**config.mk**
```make
export PLATFORM = sky130hd
export DESIGN_NAME = regfile_2r1w_clr
export DESIGN_NICKNAME = d
export VERILOG_FILES = /design/src/rtl/regfile_2r1w_clr.sv
export SDC_FILE = /design/constraint.sdc
export NUM_CORES = 1
export LEC_CHECK = 0
export ABC_AREA = 1
export CORE_MARGIN = 2
export CORE_UTILIZATION = 50
export CTS_CLUSTER_DIAMETER = 40
export DETAILED_ROUTE_END_ITERATION = 6
export PLACE_DENSITY_LB_ADDON = 0.05
export SLEW_MARGIN = 20
export SYNTH_ARGS = -nofsm -noshare
export SYNTH_HDL_FRONTEND = slang
export SYNTH_SLANG_ARGS = --single-unit
```
**constraint.sdc**
```tcl
create_clock -name clk -period 1.15 [get_ports clk]
set_input_delay 0.23 -clock clk [delete_from_list [all_inputs] [get_ports clk]]
set_output_delay 0.23 -clock clk [all_outputs]
set_load 0.02 [all_outputs]
```
**src/rtl/regfile_2r1w_clr.sv**
```systemverilog
// Parametrised register file: one synchronous write port, two combinational
// read ports, optional write-to-read bypass, optional hardwired-zero entry 0
// and a sequential bulk-clear engine that sweeps one entry per cycle.
//
// Handshake: a write is taken on a rising clk edge when we=1 and wr_ready=1
// (and reset=0); wr_ready only drops while the clear engine is sweeping, and a
// write presented while wr_ready=0 is discarded, never held or queued.
module regfile_2r1w_clr #(
    parameter int WIDTH    = 8,
    parameter int DEPTH    = 8,
    parameter int BYPASS   = 0,
    parameter int ZERO_REG = 0,
    localparam int AW      = $clog2(DEPTH)
) (
    input  logic             clk,
    input  logic             reset,
    input  logic             we,
    input  logic [AW-1:0]    waddr,
    input  logic [WIDTH-1:0] wdata,
    output logic             wr_ready,
    input  logic [AW-1:0]    raddr_a,
    output logic [WIDTH-1:0] rdata_a,
    input  logic [AW-1:0]    raddr_b,
    output logic [WIDTH-1:0] rdata_b,
    input  logic             clr_start,
    output logic             busy,
    output logic             clr_done
);

    localparam logic [0:0]    ST_IDLE  = 1'b0;
    localparam logic [0:0]    ST_CLEAR = 1'b1;
    localparam logic [AW:0]   DEPTH_W  = (AW+1)'(DEPTH);
    localparam logic [AW-1:0] LAST_IDX = AW'(DEPTH - 1);

    logic [WIDTH-1:0] mem_q [DEPTH];
    logic [WIDTH-1:0] mem_d [DEPTH];
    logic [0:0]       state_q, state_d;
    logic [AW-1:0]    cnt_q, cnt_d;

    logic waddr_ok;
    logic raddr_a_ok;
    logic raddr_b_ok;
    logic wr_hit;
    logic wr_ok;
    logic sweep_last;

    // Address qualification: out-of-range addresses and (optionally) entry 0
    // never reach the array.
    assign waddr_ok   = ({1'b0, waddr} < DEPTH_W) && !((ZERO_REG != 0) && (waddr == '0));
    assign raddr_a_ok = ({1'b0, raddr_a} < DEPTH_W) && !((ZERO_REG != 0) && (raddr_a == '0));
    assign raddr_b_ok = ({1'b0, raddr_b} < DEPTH_W) && !((ZERO_REG != 0) && (raddr_b == '0));

    // wr_hit drives the bypass; the actual array update is additionally
    // suppressed by reset.
    assign wr_hit = we && wr_ready && waddr_ok;
    assign wr_ok  = wr_hit && !reset;

    assign wr_ready   = (state_q == ST_IDLE);
    assign busy       = (state_q == ST_CLEAR);
    assign sweep_last = busy && (cnt_q == LAST_IDX);
    // A reset landing on the final sweep cycle aborts it, so no pulse then.
    assign clr_done   = sweep_last && !reset;

    // Clear engine next-state: IDLE waits for clr_start, CLEAR walks the
    // counter from 0 to DEPTH-1 and returns to IDLE after the last entry.
    always_comb begin
        state_d = state_q;
        cnt_d   = cnt_q;
        if (reset) begin
            state_d = ST_IDLE;
            cnt_d   = '0;
        end else begin
            case (state_q)
                ST_IDLE: begin
                    if (clr_start) begin
                        state_d = ST_CLEAR;
                        cnt_d   = '0;
                    end
                end
                ST_CLEAR: begin
                    if (sweep_last) begin
                        state_d = ST_IDLE;
                        cnt_d   = '0;
                    end else begin
                        cnt_d = cnt_q + AW'(1);
                    end
                end
                default: begin
                    state_d = ST_IDLE;
                    cnt_d   = '0;
                end
            endcase
        end
    end

    // Array next-state: reset wipes everything, the sweep zeroes one entry,
    // otherwise an accepted write lands (writes are blocked while sweeping).
    always_comb begin
        mem_d = mem_q;
        if (reset) begin
            for (int i = 0; i < DEPTH; i++) begin
                mem_d[i] = '0;
            end
        end else if (busy) begin
            mem_d[cnt_q] = '0;
        end else if (wr_ok) begin
            mem_d[waddr] = wdata;
        end
    end

    // Read ports: zero for unmapped addresses, optional bypass of the write
    // in flight, otherwise the stored contents.
    always_comb begin
        rdata_a = '0;
        rdata_b = '0;
        if (raddr_a_ok) begin
            if ((BYPASS != 0) && wr_hit && (waddr == raddr_a)) begin
                rdata_a = wdata;
            end else begin
                rdata_a = mem_q[raddr_a];
            end
        end
        if (raddr_b_ok) begin
            if ((BYPASS != 0) && wr_hit && (waddr == raddr_b)) begin
                rdata_b = wdata;
            end else begin
                rdata_b = mem_q[raddr_b];
            end
        end
    end

    // State registers; reset is folded into the _d logic above.
    always_ff @(posedge clk) begin
        state_q <= state_d;
        cnt_q   <= cnt_d;
        mem_q   <= mem_d;
    end

endmodule

```
; Word-level counts from Yosys, hierarchy flattened
; Cells that the tools add are included.
[word_totals]
regBits = 68
word_cells = 53
[classes]
eq_ne = 2
add_sub_neg = 1
reduce_logical = 8
bitwise = 7
mux = 19
magnitude_cmp = 6
[ops]
columns = cell, n
row1 = $mux 64, 2
row2 = $and 64x64->64, 1
row3 = $bwmux 64, 1
row4 = $not 64->64, 1
row5 = $bmux 8 s3, 2
row6 = $demux 8 s3, 2
row7 = $mux 8, 6
row8 = $ge 4x4->1 const B, 4
row9 = $not 3->4, 4
row10 = $lt 4x1->1 const B, 2
row11 = $logic_and 1x1->1, 6
row12 = $mux 3, 2
row13 = $pmux 3 s2, 1
row14 = $add 3x1->3 const B, 1
row15 = $eq 3x3->1 const B, 1
row16 = $mux 1, 2
row17 = $ne 2x1->1 const B, 1
row18 = $pmux 1 s2, 1
row19 = $reduce_bool 2->1, 1
row20 = $logic_not 1->1, 1
row21 = $not 1->1, 1

; Longest topological paths before layout
[logic_depth]
depth_word = 8
mapped_depth = 7

; Worst setup path before layout
; OpenSTA, ideal clock, no wires.
[synth_timing]
path_kind = reg2reg
from = reg state_q (netlist: busy)
to = reg mem_q[56] (netlist bit)
arrival_time_ps = 1228
path_slack_ps = -210
required_time_ps = 1018
path_stages_with_launch = 7
period_less_slack_ps = 1360
path_cell_list = dfxtp_1 buf_6 inv_2 nor2_1 nand2_1 nand3_1 a21oi_1
[synth_via]
elab_chain_cells = 4
elab_cells_between_ends = 5
[synth_rtl]
columns = item, line_no
row1 = start: declaration, 37  ; logic [0:0] state_q, state_d;
row2 = start signal: assignment, 134  ; state_q <= state_d;
row3 = $not 1->1, -
row4 = via wr_ready, 20  ; output logic wr_ready,
row5 = $logic_and 1x1->1, 55  ; assign wr_hit = we && wr_ready && waddr_ok;
row6 = $logic_and 1x1->1, 56  ; assign wr_ok = wr_hit && !reset;
row7 = $reduce_bool 2->1 (no line), -
row8 = end signal: assignment, 136  ; mem_q <= mem_d;
row9 = end: declaration, 35  ; logic [WIDTH-1:0] mem_q [DEPTH];
; The timed path passes the listed nets, and every way through them passes these cells.
; A chain may end at the register's enable or synchronous reset.

; Worst setup path in the final report
[layout_timing]
from = reg mem_q[0] (netlist bit)
to = out rdata_a[0]
[layout_via]
elab_chain_cells = 3
[layout_rtl]
columns = item, line_no
row1 = $bmux 8 s3, 120  ; rdata_a = mem_q[raddr_a];
row2 = $mux 8 (implied by the code) (2 in series), 120
row3 = end: declaration, 22  ; output logic [WIDTH-1:0] rdata_a,
; Every way passes these cells. The select of a mux whose other input is x is not followed.

==> results.md <==
* Status: complete, but fails checks
* Failing checks: negative setup slack
* RSZ-0062 raised after global routing: yes
* Antenna violations before repair at 0
* Slew margin rel. at 64.21%
* GRT Overall Usage at 37.90%
* CTS buffer count at 9
* Clock Root Buffer: clkbuf_8
* Die width at 93.59 um
* Post-Synthesis Net Count at 634
* Period minus WS final at 1590 ps
* Top Ports at 40
* First-pass GRT wire length at 25.30 mm
* Final Power at 5814 uW
* DR top layer: met4
* DRC Markers at 0
* Maximum vdd drop at 0.8402 mV
* Inserted Diodes at 0
* Setup crit start: mem_q[0]$_SDFFE_PP0P_
* CTS H-tree depth at 3
* Clk slew on worst S/H paths at 80 ps
* I/O Buffers at 39
* Fmax at 0.6291 GHz
* Post-DP Area at 5174 um^2
* 1st-iter DRT viols at 757
* Routed Antenna Nets at 0
* Register area share after synthesis at 33.93%
* WL/cell at 23.52 um
* CTS Buffer Depth at 2
* Vias in the first global route at 4821
* FP Rows at 32
* Hpwl dp at 9.547 mm
* WS Path Type: reg2out
* Final WS setup at -439.6 ps
* Number of distinct library cells after synthesis at 21
* Post-synthesis area per instance at 6.567 um^2
* Die ar. at 8758 um^2
* Setup_tns at -25060 ps
* Final hold slack at 317.1 ps
* Final Cell Area at 6765 um^2
* Crit path required time at 920 ps
* YS warnings at 0
* Nets at 744
* CTS tree: yes
* Worst min-delay path category: in2reg
* Area Overhead vs Synth at 68.60%
* Vias per inst at 6.577
* Max-slew violations at 0
* Final non-filler cell total at 827
* Clk sink count at 68
* First-pass DRT Iterations at 6
* Crit-path max FO at 2
* Clock latency on the worst-skew pair at 370 ps
* Layout cell share with drive strength beyond 1 at 59.72%
* DR vias at 5439
* CP Capture Type: primary output
* Final wirelength at 19.45 mm
* Final period util at 138.2%
* WL met1 at 7.096 mm
* Post-synthesis instance total at 611
* Yosys reg bits at 68
* Beginning of the worst hold path: reset
* Worst Clk Skew at 10.17 ps
* Final hold violations at 0
* Routability Congestion at 0.8707
* Arrival time at the worst endpoint at 1360 ps
* GRT overflow at 0
* Largest net degree at the start of global routing at 46
* Post-Syn Area at 4013 um^2
* Initial Utilization at 51.66%
* Power Density at 859.4 nW/um^2
* Met3 routed WL at 2.107 mm
* Placed cells at 786
* Routed wl met2 at 8.751 mm
* Fillers at 364
* Startpoint types: flop
* Worst reg2reg path startpoint: busy$_SDFF_PP0_
* Final setup viols at 84
* Area of the core at 7767 um^2
* Max Cap Viol at 0
* Die Y at 93.59 um
* P_leak at 0.002493 uW
* Worst-Margin Slew at 536.8 ps
==> layer usage <==
| metal | track usage, % | up-vias |
|---|---|---|
| li1 | - | 2306 |
| met1 | 48.77 | 2562 |
| met2 | 61.51 | 428 |
| met3 | 6.930 | 143 |
| met4 | 17.87 | 0 |
| met5 | 0 | - |
==> stage by stage <==
step	worst slack, ps	util [%]
global route	-461.6	87.10
floorplan	-17.27	-
detailed placement	-993.6	66.61
finish	-439.6	87.10
CTS	-349.1	79.98
global placement	-1008	66.61
==> power breakdown <==
part	internal, uW	switching (uW)	total (uW)
registers	2380	29.9	2410
logic	640	896	1540
clock network	885	981	1870
==> worst max-delay path, stage by stage, from the launching register on <==
cell	delay, ps
dfxtp_2	340
inv_2	70
nand2_1	70
o211ai_1	140
nand2_1	100
nand2_1	90
nand2_2	60
buf_6	130
==> final timing paths <==
check,to,slack [ps],cells after the start
max,rdata_a[0],-440,7
min,cnt_q[2]$_SDFFE_PP0P_,320,3
max reg2reg,mem_q[11]$_SDFFE_PP0P_,-400,6
min reg2reg,mem_q[50]$_SDFFE_PP0P_,500,2
==> placed cells by master, fill, tap and decap left out, types with 2 or more instances in the layout <==
| master | synthesis | routed |
|---|---|---|
| nand2_4 | 0 | 5 |
| bufbuf_16 | 0 | 2 |
| a21oi_2 | 0 | 72 |
| dlymetal6s2s_1 | 0 | 2 |
| o211ai_1 | 32 | 32 |
| clkbuf_8 | 0 | 11 |
| inv_2 | 2 | 33 |
| buf_2 | 18 | 5 |
| nor2_1 | 9 | 4 |
| nor2_4 | 5 | 11 |
| nand3_2 | 2 | 72 |
| o21ai_2 | 0 | 2 |
| a21oi_1 | 99 | 27 |
| nand2_1 | 137 | 98 |
| o21ai_1 | 0 | 29 |
| clkinv_2 | 1 | 2 |
| clkdlybuf4s50_1 | 0 | 13 |
| dfxtp_2 | 0 | 34 |
| ha_4 | 0 | 2 |
| nand2_2 | 1 | 32 |
| nand3_4 | 0 | 18 |
| inv_1 | 44 | 11 |
| clkbuf_1 | 18 | 2 |
| nand2_8 | 0 | 3 |
| buf_12 | 0 | 20 |
| nand3_1 | 128 | 40 |
| dfxtp_1 | 68 | 33 |
| buf_6 | 6 | 34 |
| buf_4 | 3 | 70 |
| clkinv_8 | 0 | 2 |
==> kinds of logic after synthesis <==
| family | synth area share [%] |
|---|---|
| AND/OR/NAND/NOR | 32.34 |
| AO/OA/AOI/OAI | 22.33 |
| buffers and inverters | 10.79 |
| flip-flops | 33.93 |
| adder cells (fa/ha/maj) | 0.6235 |
==> cells in the mapped netlist <==
cell      count  share of area [%]
nand2_1     137                 13
nand3_1     128                 16
a21oi_1      99                 12
dfxtp_1      68                 34
inv_1        44                4.1
o211ai_1     32                6.0
o21ai_0      32                4.0
buf_2        18                2.2
clkbuf_1     18                1.7
nor2_1        9               0.84
buf_6         6                1.7
nor2_4        5                1.4
buf_4         3               0.56
buf_1         2               0.19
ha_1          2               0.62
inv_2         2               0.19
nand3_2       2               0.50
clkinv_2      1               0.12
nand2_2       1               0.16
nor2_2        1               0.16
nor2_8        1               0.50
==> final cells by class <==
cell class / count / area [um^2] / share of cell area (%)
timing repair buffer: 146 / 1554 / 22.97
clock buffer: 13 / 158.9 / 2.349
tap: 102 / 127.6 / 1.886
multi-input combinational: 449 / 3303 / 48.83
inverter: 47 / 203.9 / 3.015
clock inverter: 2 / 10.01 / 0.1480
sequential: 68 / 1408 / 20.81
==> what timing repair did <==
item / CTS / global route
setup endpoints to repair: 84 / 84
cloned: 5 / 0
hold buffers: 0 / 0
pin swaps: 104 / 86
gates resized for setup: 305 / 148
setup buffers: 17 / 13
==> flip-flops by register name, summed over array words and instances (netlist names) <==
register  count
mem_q        64
busy          1
cnt_q         3
Power figures use the tool's default switching activity.
